<file path="config.mk">
export PLATFORM = sky130hd
export DESIGN_NAME = grace_master_flat
export DESIGN_NICKNAME = d
export VERILOG_FILES = /design/src/rtl/grace_pkg.sv /design/src/rtl/grace_master_if.sv /design/src/rtl/grace_ce_gen.sv /design/src/rtl/grace_master.sv /design/src/flat_wrapper.sv
export SDC_FILE = /design/constraint.sdc
export NUM_CORES = 1
export LEC_CHECK = 0
export BUFFER_PORTS_ARGS = -buffer_cell sky130_fd_sc_hd__buf_2
export CAP_MARGIN = 10
export CORE_MARGIN = 5
export CORE_UTILIZATION = 46
export DETAILED_ROUTE_END_ITERATION = 8
export PLACE_DENSITY_LB_ADDON = 0.05
export SLEW_MARGIN = 25
export SYNTH_ARGS = -nofsm -noshare
export SYNTH_HDL_FRONTEND = slang
export SYNTH_HIERARCHICAL = 1
export SYNTH_SLANG_ARGS = --single-unit
</file>
<file path="constraint.sdc">
create_clock -name Grace_Ck -period 2.3 [get_ports Grace_Ck]
set_input_delay 0.575 -clock Grace_Ck [delete_from_list [all_inputs] [get_ports Grace_Ck]]
set_output_delay 0.575 -clock Grace_Ck [all_outputs]
set_load 0.03 [all_outputs]
</file>
<file path="src/rtl/grace_pkg.sv">
// Shared types and constants for the Grace bus master bridge and its
// clock-enable generator.
package grace_pkg;

  typedef enum logic [1:0] {
    ST_OK  = 2'd0,
    ST_RE  = 2'd1,
    ST_OT  = 2'd2,
    ST_LTO = 2'd3
  } grace_status_e;

  typedef enum logic [1:0] {
    IDLE = 2'd0,
    REQ  = 2'd1,
    GAP  = 2'd2,
    RSP  = 2'd3
  } grace_state_e;

  localparam logic [31:0] FILL_OT  = 32'hCA04CA04;
  localparam logic [31:0] FILL_LTO = 32'hCA04CA05;

  // Number of bits needed to hold the value (at least one).
  function automatic int BitSize(input int value);
    int bits;
    bits = 1;
    for (int i = 1; i < 31; i++) begin
      if ((value >> i) != 0) bits = i + 1;
    end
    return bits;
  endfunction

endpackage

</file>
<file path="src/rtl/grace_master_if.sv">
// Command/response port plus the Grace upstream bus of the master bridge.
// The master modport is the bridge's view; slave is the host/aggregator side.
interface grace_master_if #(
  parameter int AW = 4,
  parameter int DW = 32,
  parameter int WN = 1
) ();

  logic          Cmd_Vd;
  logic          Cmd_Rd;
  logic          Cmd_Wr;
  logic [AW-1:0] Cmd_Ad;
  logic [DW-1:0] Cmd_WD;
  logic          Rsp_Vd;
  logic          Rsp_Rd;
  logic [DW-1:0] Rsp_RD;
  logic [1:0]    Rsp_St;
  logic          Irq_Lv;
  logic          Irq_Pl;
  logic          M_Grace_Rs;
  logic          M_Grace_Ck;
  logic          M_Grace_CE;
  logic          M_Grace_CS;
  logic [WN-1:0] M_Grace_WR;
  logic [AW-1:0] M_Grace_Ad;
  logic [DW-1:0] M_Grace_WD;
  logic          M_Grace_Ac;
  logic          M_Grace_Re;
  logic [DW-1:0] M_Grace_RD;
  logic          M_Grace_IR;
  logic          M_Grace_OT;

  modport master (
    input  Cmd_Vd, Cmd_Wr, Cmd_Ad, Cmd_WD, Rsp_Rd,
    input  M_Grace_Ac, M_Grace_Re, M_Grace_RD, M_Grace_IR, M_Grace_OT,
    output Cmd_Rd, Rsp_Vd, Rsp_RD, Rsp_St, Irq_Lv, Irq_Pl,
    output M_Grace_Rs, M_Grace_Ck, M_Grace_CE, M_Grace_CS,
    output M_Grace_WR, M_Grace_Ad, M_Grace_WD
  );

  modport slave (
    output Cmd_Vd, Cmd_Wr, Cmd_Ad, Cmd_WD, Rsp_Rd,
    output M_Grace_Ac, M_Grace_Re, M_Grace_RD, M_Grace_IR, M_Grace_OT,
    input  Cmd_Rd, Rsp_Vd, Rsp_RD, Rsp_St, Irq_Lv, Irq_Pl,
    input  M_Grace_Rs, M_Grace_Ck, M_Grace_CE, M_Grace_CS,
    input  M_Grace_WR, M_Grace_Ad, M_Grace_WD
  );

endinterface

</file>
<file path="src/rtl/grace_ce_gen.sv">
// Grace clock-enable generator: a registered CE pulse once every CED clocks,
// continuously high when CED is 1.
module grace_ce_gen
  import grace_pkg::*;
#(
  parameter int CED = 1
) (
  input  logic Grace_Ck,
  input  logic Grace_Rs,
  output logic CE
);

  localparam int            CW   = BitSize(CED);
  localparam logic [CW-1:0] LAST = CW'(CED - 1);

  logic [CW-1:0] count;

  always_ff @(posedge Grace_Ck) begin
    if (Grace_Rs) begin
      count <= '0;
      CE    <= 1'b0;
    end else if (count == LAST) begin
      count <= '0;
      CE    <= 1'b1;
    end else begin
      count <= count + CW'(1);
      CE    <= 1'b0;
    end
  end

endmodule

</file>
<file path="src/rtl/grace_master.sv">
// Grace bus master bridge: one single-beat command at a time is turned into a
// Grace transaction, and its data/status is returned on the response port.
module grace_master
  import grace_pkg::*;
#(
  parameter int AW  = 4,
  parameter int DW  = 32,
  parameter int WN  = 1,
  parameter int CED = 1,
  parameter int LTO = 1023,
  parameter int IL  = 1
) (
  input  logic           Grace_Ck,
  input  logic           Grace_Rs,
  grace_master_if.master bus
);

  localparam int             WDW        = BitSize(LTO);
  localparam logic [WDW-1:0] WD_LIMIT   = WDW'(LTO);
  localparam logic           IRQ_ACTIVE = (IL != 0);

  grace_state_e   state, state_n;
  logic           ce;
  logic           cmd_rd, cmd_rd_n;
  logic           lat_wr, lat_wr_n;
  logic [AW-1:0]  lat_ad, lat_ad_n;
  logic [DW-1:0]  lat_wd, lat_wd_n;
  logic           cs, cs_n;
  logic [WN-1:0]  wr, wr_n;
  logic [AW-1:0]  ad, ad_n;
  logic [DW-1:0]  wd, wd_n;
  logic           rsp_vd, rsp_vd_n;
  logic [DW-1:0]  rsp_data, rsp_data_n;
  grace_status_e  rsp_st, rsp_st_n;
  logic [WDW-1:0] wdog, wdog_n, wdog_inc;
  logic           irq_hit, irq_lv, irq_pl;

  grace_ce_gen #(
    .CED(CED)
  ) u_ce_gen (
    .Grace_Ck(Grace_Ck),
    .Grace_Rs(Grace_Rs),
    .CE      (ce)
  );

  always_ff @(posedge Grace_Ck) begin
    if (Grace_Rs) begin
      state    <= IDLE;
      cmd_rd   <= 1'b0;
      lat_wr   <= 1'b0;
      lat_ad   <= '0;
      lat_wd   <= '0;
      cs       <= 1'b0;
      wr       <= '0;
      ad       <= '0;
      wd       <= '0;
      rsp_vd   <= 1'b0;
      rsp_data <= '0;
      rsp_st   <= ST_OK;
      wdog     <= '0;
    end else begin
      state    <= state_n;
      cmd_rd   <= cmd_rd_n;
      lat_wr   <= lat_wr_n;
      lat_ad   <= lat_ad_n;
      lat_wd   <= lat_wd_n;
      cs       <= cs_n;
      wr       <= wr_n;
      ad       <= ad_n;
      wd       <= wd_n;
      rsp_vd   <= rsp_vd_n;
      rsp_data <= rsp_data_n;
      rsp_st   <= rsp_st_n;
      wdog     <= wdog_n;
    end
  end

  // Bus outputs only move on CE clocks; an acknowledge beats a watchdog
  // expiry on the same clock because it is tested first.
  always_comb begin
    state_n    = state;
    lat_wr_n   = lat_wr;
    lat_ad_n   = lat_ad;
    lat_wd_n   = lat_wd;
    cs_n       = cs;
    wr_n       = wr;
    ad_n       = ad;
    wd_n       = wd;
    rsp_vd_n   = rsp_vd;
    rsp_data_n = rsp_data;
    rsp_st_n   = rsp_st;
    wdog_n     = wdog;
    wdog_inc   = (wdog == WD_LIMIT) ? wdog : wdog + WDW'(1);

    case (state)
      IDLE: begin
        if (bus.Cmd_Vd && cmd_rd) begin
          lat_wr_n = bus.Cmd_Wr;
          lat_ad_n = bus.Cmd_Ad;
          lat_wd_n = bus.Cmd_WD;
          wdog_n   = '0;
          state_n  = REQ;
        end
      end
      REQ: begin
        if (ce) begin
          if (!cs) begin
            cs_n = 1'b1;
            ad_n = lat_ad;
            wd_n = lat_wd;
            wr_n = {WN{lat_wr}};
          end else if (bus.M_Grace_Ac) begin
            cs_n       = 1'b0;
            wr_n       = '0;
            rsp_data_n = lat_wr ? '0 : bus.M_Grace_RD;
            if (bus.M_Grace_OT)      rsp_st_n = ST_OT;
            else if (bus.M_Grace_Re) rsp_st_n = ST_RE;
            else                     rsp_st_n = ST_OK;
            state_n    = GAP;
          end else if (wdog_inc == WD_LIMIT) begin
            cs_n       = 1'b0;
            wr_n       = '0;
            wdog_n     = wdog_inc;
            rsp_data_n = DW'(FILL_LTO);
            rsp_st_n   = ST_LTO;
            state_n    = GAP;
          end else begin
            wdog_n = wdog_inc;
          end
        end
      end
      GAP: begin
        // The aggregator's Ac is registered; wait until it has fallen.
        if (ce && !bus.M_Grace_Ac) begin
          rsp_vd_n = 1'b1;
          state_n  = RSP;
        end
      end
      RSP: begin
        if (bus.Rsp_Rd) begin
          rsp_vd_n = 1'b0;
          state_n  = IDLE;
        end
      end
      default: state_n = IDLE;
    endcase

    cmd_rd_n = (state_n == IDLE);
  end

  assign irq_hit = (bus.M_Grace_IR == IRQ_ACTIVE);

  always_ff @(posedge Grace_Ck) begin
    if (Grace_Rs) begin
      irq_lv <= 1'b0;
      irq_pl <= 1'b0;
    end else if (ce) begin
      irq_lv <= irq_hit;
      irq_pl <= irq_hit && !irq_lv;
    end else begin
      irq_pl <= 1'b0;
    end
  end

  assign bus.Cmd_Rd     = cmd_rd;
  assign bus.Rsp_Vd     = rsp_vd;
  assign bus.Rsp_RD     = rsp_data;
  assign bus.Rsp_St     = rsp_st;
  assign bus.Irq_Lv     = irq_lv;
  assign bus.Irq_Pl     = irq_pl;
  assign bus.M_Grace_Rs = Grace_Rs;
  assign bus.M_Grace_Ck = Grace_Ck;
  assign bus.M_Grace_CE = ce;
  assign bus.M_Grace_CS = cs;
  assign bus.M_Grace_WR = wr;
  assign bus.M_Grace_Ad = ad;
  assign bus.M_Grace_WD = wd;

endmodule
</file>
<file path="src/flat_wrapper.sv">
// flat-port wrapper written by rule: the top's interface ports become plain ports
module grace_master_flat import grace_pkg::*;
#(
  parameter int AW  = 4,
  parameter int DW  = 32,
  parameter int WN  = 1,
  parameter int CED = 1,
  parameter int LTO = 1023,
  parameter int IL  = 1
)
  (Grace_Ck, Grace_Rs, bus_Cmd_Vd, bus_Cmd_Wr, bus_Cmd_Ad, bus_Cmd_WD, bus_Rsp_Rd, bus_M_Grace_Ac, bus_M_Grace_Re, bus_M_Grace_RD, bus_M_Grace_IR, bus_M_Grace_OT, bus_Cmd_Rd, bus_Rsp_Vd, bus_Rsp_RD, bus_Rsp_St, bus_Irq_Lv, bus_Irq_Pl, bus_M_Grace_Rs, bus_M_Grace_Ck, bus_M_Grace_CE, bus_M_Grace_CS, bus_M_Grace_WR, bus_M_Grace_Ad, bus_M_Grace_WD);
  grace_master_if #(.AW(AW), .DW(DW), .WN(WN)) bus_i ();
  input  logic Grace_Ck;
  input  logic Grace_Rs;
  input wire logic [$bits(bus_i.Cmd_Vd)-1:0] bus_Cmd_Vd;
  input wire logic [$bits(bus_i.Cmd_Wr)-1:0] bus_Cmd_Wr;
  input wire logic [$bits(bus_i.Cmd_Ad)-1:0] bus_Cmd_Ad;
  input wire logic [$bits(bus_i.Cmd_WD)-1:0] bus_Cmd_WD;
  input wire logic [$bits(bus_i.Rsp_Rd)-1:0] bus_Rsp_Rd;
  input wire logic [$bits(bus_i.M_Grace_Ac)-1:0] bus_M_Grace_Ac;
  input wire logic [$bits(bus_i.M_Grace_Re)-1:0] bus_M_Grace_Re;
  input wire logic [$bits(bus_i.M_Grace_RD)-1:0] bus_M_Grace_RD;
  input wire logic [$bits(bus_i.M_Grace_IR)-1:0] bus_M_Grace_IR;
  input wire logic [$bits(bus_i.M_Grace_OT)-1:0] bus_M_Grace_OT;
  output wire logic [$bits(bus_i.Cmd_Rd)-1:0] bus_Cmd_Rd;
  output wire logic [$bits(bus_i.Rsp_Vd)-1:0] bus_Rsp_Vd;
  output wire logic [$bits(bus_i.Rsp_RD)-1:0] bus_Rsp_RD;
  output wire logic [$bits(bus_i.Rsp_St)-1:0] bus_Rsp_St;
  output wire logic [$bits(bus_i.Irq_Lv)-1:0] bus_Irq_Lv;
  output wire logic [$bits(bus_i.Irq_Pl)-1:0] bus_Irq_Pl;
  output wire logic [$bits(bus_i.M_Grace_Rs)-1:0] bus_M_Grace_Rs;
  output wire logic [$bits(bus_i.M_Grace_Ck)-1:0] bus_M_Grace_Ck;
  output wire logic [$bits(bus_i.M_Grace_CE)-1:0] bus_M_Grace_CE;
  output wire logic [$bits(bus_i.M_Grace_CS)-1:0] bus_M_Grace_CS;
  output wire logic [$bits(bus_i.M_Grace_WR)-1:0] bus_M_Grace_WR;
  output wire logic [$bits(bus_i.M_Grace_Ad)-1:0] bus_M_Grace_Ad;
  output wire logic [$bits(bus_i.M_Grace_WD)-1:0] bus_M_Grace_WD;
  assign bus_i.Cmd_Vd = bus_Cmd_Vd;
  assign bus_i.Cmd_Wr = bus_Cmd_Wr;
  assign bus_i.Cmd_Ad = bus_Cmd_Ad;
  assign bus_i.Cmd_WD = bus_Cmd_WD;
  assign bus_i.Rsp_Rd = bus_Rsp_Rd;
  assign bus_i.M_Grace_Ac = bus_M_Grace_Ac;
  assign bus_i.M_Grace_Re = bus_M_Grace_Re;
  assign bus_i.M_Grace_RD = bus_M_Grace_RD;
  assign bus_i.M_Grace_IR = bus_M_Grace_IR;
  assign bus_i.M_Grace_OT = bus_M_Grace_OT;
  assign bus_Cmd_Rd = bus_i.Cmd_Rd;
  assign bus_Rsp_Vd = bus_i.Rsp_Vd;
  assign bus_Rsp_RD = bus_i.Rsp_RD;
  assign bus_Rsp_St = bus_i.Rsp_St;
  assign bus_Irq_Lv = bus_i.Irq_Lv;
  assign bus_Irq_Pl = bus_i.Irq_Pl;
  assign bus_M_Grace_Rs = bus_i.M_Grace_Rs;
  assign bus_M_Grace_Ck = bus_i.M_Grace_Ck;
  assign bus_M_Grace_CE = bus_i.M_Grace_CE;
  assign bus_M_Grace_CS = bus_i.M_Grace_CS;
  assign bus_M_Grace_WR = bus_i.M_Grace_WR;
  assign bus_M_Grace_Ad = bus_i.M_Grace_Ad;
  assign bus_M_Grace_WD = bus_i.M_Grace_WD;
  grace_master #(.AW(AW), .DW(DW), .WN(WN), .CED(CED), .LTO(LTO), .IL(IL)) u_core (.Grace_Ck(Grace_Ck), .Grace_Rs(Grace_Rs), .bus(bus_i));
endmodule
</file>
==> results of run 1 <==
-- metal layers --
layer | wire length [um] | part of all wire [%]
met5 | 0 | 0
met4 | 154 | 1.1
met3 | 969 | 6.8
met2 | 6717 | 47
met1 | 6416 | 45
-- through the flow --
step / setup WS, ns / utilization, % / total power [mW]
finish: 0.1368 / 61.45 / 5.738
global route: -0.008201 / 61.45 / 5.939
CTS: 0.03602 / 61.15 / 5.792
detailed placement: -0.006281 / 55.11 / 2.783
global placement: 0.1222 / 55.11 / 2.776
floorplan: 0.08240 / - / 2.618
-- Yosys cell counts, drive strengths merged (2+ instances only) --
cell / number / area share [%]
a2111oi: 13 / 3.1
a211oi: 3 / 0.52
a21oi: 96 / 9.2
a221o: 21 / 4.0
a22oi: 7 / 1.0
a41oi: 2 / 0.33
and3: 4 / 0.47
and4: 2 / 0.33
buf: 13 / 1.4
clkbuf: 42 / 3.0
dfxtp: 127 / 48
inv: 17 / 1.2
mux2: 2 / 0.43
nand2: 164 / 12
nand3: 6 / 0.76
nand4: 3 / 0.47
nor2: 31 / 2.2
nor2b: 3 / 0.36
nor3: 4 / 0.38
nor3b: 42 / 6.0
o211ai: 2 / 0.28
o21ai: 7 / 0.66
-- cell type report --
class,count,area [um2],share of cell area [%]
Clock buffer,26,554.3,7.968
Sequential cell,127,2545,36.58
Timing Repair Buffer,176,1001,14.39
Multi-Input combinational cell,437,2481,35.67
Inverter,17,63.81,0.9173
Clock inverter,9,132.6,1.906
Tap cell,143,178.9,2.572
-- sequential cells by signal (all words and copies together), names as in the netlist, 2 cells and up --
register               cells
u_core/bus.Rsp_St          2
u_core/bus.M_Grace_WD     32
u_core/bus.Rsp_RD         32
u_core/state               2
u_core/bus.M_Grace_Ad      4
u_core/lat_wd             32
u_core/wdog               10
u_core/lat_ad              4
-- power groups by stage --
| stage | sequential, mW | combinational [mW] | clock (mW) |
|---|---|---|---|
| floorplan | 2.35 | 0.203 | 0.0651 |
| global placement | 2.34 | 0.382 | 0.0548 |
| finish | 2.29 | 0.387 | 3.06 |
| detailed placement | 2.34 | 0.388 | 0.0548 |
| global route | 2.30 | 0.430 | 3.21 |
| CTS | 2.29 | 0.390 | 3.11 |
-- worst paths after layout --
check	from	slack (ns)	cells after the start	end
worst max-delay path	u_core/wdog[0]	0.14	8	u_core/bus.Rsp_RD[30]
worst min-delay path	bus_M_Grace_RD[1]	0.27	2	u_core/bus.Rsp_RD[1]
worst max register to register	u_core/wdog[0]	0.14	8	u_core/bus.Rsp_RD[30]
worst min register to register	u_core/u_ce_gen/count	0.39	1	u_core/u_ce_gen/CE
-- cells by family (layout without fill, tap and decap cells) --
group                    count (synthesis)  after routing  share of synthesized area [%]
AO/OA/AOI/OAI                          164            164                          21.15
flip-flops                             127            127                          48.24
AND/OR/NAND/NOR                        267            267                          23.86
multiplexers                             3              3                         0.6173
XOR/XNOR                                 1              1                         0.1662
buffers and inverters                   72            228                          5.650
other                                    1              1                        0.07116
adder cells (fa/ha/maj)                  1              1                         0.2374
-- worst max-delay path, stage by stage, from the launching register on --
cell	delay (ns)
dfxtp_1	0.34
ha_2	0.24
and2_4	0.18
nand3_2	0.13
a211oi_2	0.28
and4_4	0.26
a21oi_2	0.09
buf_12	0.17
a2111oi_0	0.36
-- what timing repair did --
item / 4_1_cts / 5_1_grt
resized for setup: 1 / 10
endpoints found under the hold margin: 0 / 0
setup endpoints to repair: 2 / 34
==> results_dict.tcl, run 1 <==
set metrics [dict create \
    status "finished clean" \
    fillers 1025 \
    vdd_drop_max_v 0.0007633 \
    drv_slew 0 \
    period_needed_ns 2.163 \
    layout-drive-gt1-share_pct 29.55 \
    drcViolationCount 0 \
    start_kind "register" \
    final_cell_area_mm2 0.006957 \
    area_growth_pct 32.00 \
    final_cell_mix "nand2_1 (164), buf_2 (154), dfxtp_1 (125)" \
    sw_frac_of_total_pct 23.04 \
    cts_tree "yes" \
    vias_per_cell 5.338 \
    die_w_um 117.0 \
    nets 858 \
    syn_inst 636 \
    dp_cells 901 \
    synth-edff-count 0 \
    p_leak_nw 2.816 \
    portBuffers 155 \
    grt.busiest_layer "met2" \
    setup_viol 0 \
    yosys_warnings 6 \
    clkPwrFrac_pct 53.3 \
    fin_setup_tns_ns 0 \
    ys_ff_latch 127 \
    finalWirelength_mm 14.26 \
    internal_power_mw 4.416 \
    fmax_mhz 462.3 \
    grt_pass1_vias 4835 \
    endpoint_kind "register" \
    antenna_cells 0 \
    yosysSeqAreaShare_pct 48.24 \
    num_vias 4991 \
    min_path_type "in -> reg" \
    clk_pin_slew_ns 0.06 \
    grt_use_met3_pct 7.198 \
    clk_latency_ns 0.53 \
    avgSynthCellArea_um2 8.286 \
    finalHoldViolations 0 \
    fin_cells 935 \
    gp_congestion 0.8666 \
    firstDrtPassIters 5 \
    skew_ns 0.006776 \
    rows 39 \
    crit_arrival_ns 2.57 \
    track_usage_pct 21.54 \
    combPwrFrac_pct 6.7 \
    placed_area_mm2 0.006238 \
    start_util_pct 46.55 \
    synth_area_mm2 0.005270 \
    grt.overflow.total 0 \
    drv_cap 0 \
    first_iter_violations 381 \
    ios 156 \
    grt_first_pass_wirelength_mm 23.26 \
    cts_hold_buffers 0 \
    fin_crit_sh_pct 94.05 \
    async_flop_share_pct 0 \
    grt_max_degree 78 \
    die_h_um 117.0 \
    hold_ws_ns 0.2722 \
    p_per_area_mw_per_mm2 824.8 \
    syn-num-nets 714 \
    postRouteAntennaNets 0 \
    dieArea_mm2 0.01370 \
    path_class "reg -> reg" \
    critPathMaxFanout 13 \
    synth_cell_type_count 57 \
    synth_ff_type "dfxtp_1" \
    post_cts_buffers 0 \
    cp_data_required_time_ns 2.71 \
    met2_usage_pct 33.52 \
    seqPwrFrac_pct 40.0 \
    switchingPower_mw 1.322 \
    dp_hpwl_mm 9.519 \
    routedWlPerCell_um 15.25 \
    grt_util_met1_pct 27.84 \
    antenna_found_initial 0 \
    core-area_mm2 0.01132 \
    layout_commonest_cell "nand2_1" \
]
Note: power is estimated with default switching activity, not from simulation.
==> run 2, diff against run 1 <==
Settings changed: ABC_AREA set to 1.
==> results_dict.tcl, run 2 <==
set metrics [dict create \
    p_per_area_mw_per_mm2 875.9 \
    dp_hpwl_mm 8.671 \
    synth_area_leaders "dfxtp_1 (51%), nor2_1 (12%), o21ai_0 (7.5%), nand3_1 (5.7%), nand2_1 (4.4%)" \
    yosys_warnings 6 \
    final_cell_mix "nor2_1 (162), buf_2 (155), dfxtp_1 (125)" \
    min_path_type "in -> reg" \
    yosysSeqAreaShare_pct 51.06 \
    drv_cap 0 \
    yosys-top-cells-count "nor2_1 (163), dfxtp_1 (127), o21ai_0 (75)" \
    finalHoldViolations 0 \
    clk_pin_slew_ns 0.06 \
    die_h_um 114.0 \
    syn_inst 646 \
    cts_hold_buffers 0 \
    ys_ff_latch 127 \
    fin_util_pct 60.97 \
    num_vias 4672 \
    rows 38 \
    grt_max_degree 47 \
    finalWirelength_mm 13.03 \
    track_usage_pct 20.21 \
    area_growth_pct 31.56 \
    first_iter_violations 296 \
    rsz0062_at_grt "no" \
    nets 873 \
    path_class "clk -> out" \
    vias_per_cell 4.933 \
    routedWlPerCell_um 13.75 \
    dp_cells 910 \
    cp_data_required_time_ns 1.73 \
    syn-num-nets 724 \
    slew_headroom_pct 55.95 \
    synth_ff_type "dfxtp_1" \
    start_kind "clock port" \
    path_cells "clkbuf_8 > clkbuf_8 > buf_2" \
    fin_setup_tns_ns 0 \
    synth_cell_type_count 33 \
    critPathMaxStageDelay_ns 0.16 \
    ios 156 \
    status "finished clean" \
    synth_most_common_cell "nor2_1" \
    clk_latency_ns 0.62 \
    fillers 996 \
    reg2reg_slack_ns 0.27 \
    gp_congestion 0.8850 \
    skew_ns 0.01935 \
    crit_top_cell "clkbuf_8" \
    crit_arrival_ns 1.54 \
    yosysTopAreaCellShare_pct 51.06 \
    cts_tree "yes" \
    antenna_found_initial 0 \
    grt.overflow.total 0 \
    vdd_drop_max_v 0.0007067 \
    dieArea_mm2 0.01301 \
    layout-drive-gt1-share_pct 30.11 \
    core-area_mm2 0.01075 \
    synth_top_area_cell "dfxtp_1" \
    synth-edff-count 0 \
    layout_commonest_cell "nor2_1" \
    firstDrtPassIters 5 \
    avgSynthCellArea_um2 7.709 \
    drv_slew 0 \
    critPathMaxFanout 2 \
    synth_area_mm2 0.004980 \
    endpoint_kind "output port" \
    fin_cells 947 \
    postRouteAntennaNets 0 \
    antenna_cells 0 \
    start_util_pct 46.34 \
    async_flop_share_pct 0 \
    die_w_um 114.0 \
    drcViolationCount 0 \
    setup_viol 0 \
    cpMaxStageDelayCell "buf_2" \
    grt_first_pass_wirelength_mm 21.28 \
    p_leak_nw 3.044 \
    portBuffers 155 \
    tightest_slew_ns 0.6597 \
    grt_pass1_vias 4603 \
]
-- run 2: cell count changes in the layout (fill, tap and decap cells not counted), sizes merged, moves of 7 or more --
cell,previous run,this run
a221o,21,0
a21oi,96,42
nor3,4,14
inv,18,29
nor2,31,168
nand2,164,62
nand3,6,59
a2111oi,13,0
a22oi,7,0
o21ai,7,98
buf,177,168
nor3b,42,0
-- run 2: final timing paths --
check	startpoint	endpoint	cells past startpoint
max	Grace_Ck	bus_M_Grace_Ck	3
min	bus_Cmd_WD[27]	u_core/lat_wd[27]	3
max reg2reg	u_core/wdog[0]	u_core/bus.Rsp_RD[9]	12
min reg2reg	u_core/u_ce_gen/count	u_core/u_ce_gen/CE	1
-- run 2: worst max-delay path, delay by kind of cell --
family	cells	cell delay (ns)
buf+inv	3	0.39
-- run 2: repair_timing --
action                                 CTS  global route
endpoints found under the hold margin    0             0
setup buffers                            0             2
setup endpoints to repair                0            27
resized for setup                        0             5
-- run 2: cell families (layout without fill, tap and decap cells) --
| kind of cell | after synthesis | in the layout | share of synthesized area, % |
|---|---|---|---|
| compound gates | 143 | 143 | 15.75 |
| xor+xnor | 2 | 2 | 0.3518 |
| fa+ha+maj | 1 | 1 | 0.2512 |
| buf+inv | 69 | 229 | 6.156 |
| flops | 127 | 127 | 51.06 |
| other cells | 1 | 1 | 0.07530 |
| simple gates | 303 | 304 | 26.36 |
-- run 2: power by group --
| part | internal, mW | leakage, nW | switching (mW) |
|---|---|---|---|
| clock network | 1.91 | 0.319 | 1.04 |
| logic | 0.158 | 1.69 | 0.289 |
| registers | 2.29 | 1.03 | 0.0489 |
| total | 4.36 | 3.04 | 1.38 |
-- run 2: cell type report --
| class | instances | area [um2] | share of cell area, % |
|---|---|---|---|
| Clock buffer | 22 | 474.2 | 7.238 |
| Clock inverter | 13 | 187.7 | 2.865 |
| Inverter | 27 | 101.3 | 1.547 |
| Multi-Input combinational cell | 451 | 2162 | 33.00 |
| Sequential cell | 127 | 2545 | 38.85 |
| Tap cell | 140 | 175.2 | 2.674 |
| Timing Repair Buffer | 167 | 905.9 | 13.83 |
-- run 2: per-stage QoR --
step	cell area, um2	total power [mW]	worst slack (ns)	hold WS (ns)
after detailed placement	5846	2.886	0.09196	0.3757
after global routing	6551	5.984	0.03533	0.1966
final	6551	5.738	0.1880	0.2104
after CTS	6502	5.804	0.07889	0.1879
after global placement	5846	2.874	0.1908	0.3694
after floorplan	4980	2.723	0.4300	0.3654
-- run 2: routing by layer --
layer  global-route usage, %  share of wire (%)
met1                   25.26                 46
met2                   32.75                 48
met3                   5.676                5.6
met4                   8.551               0.63
met5                       0                  0
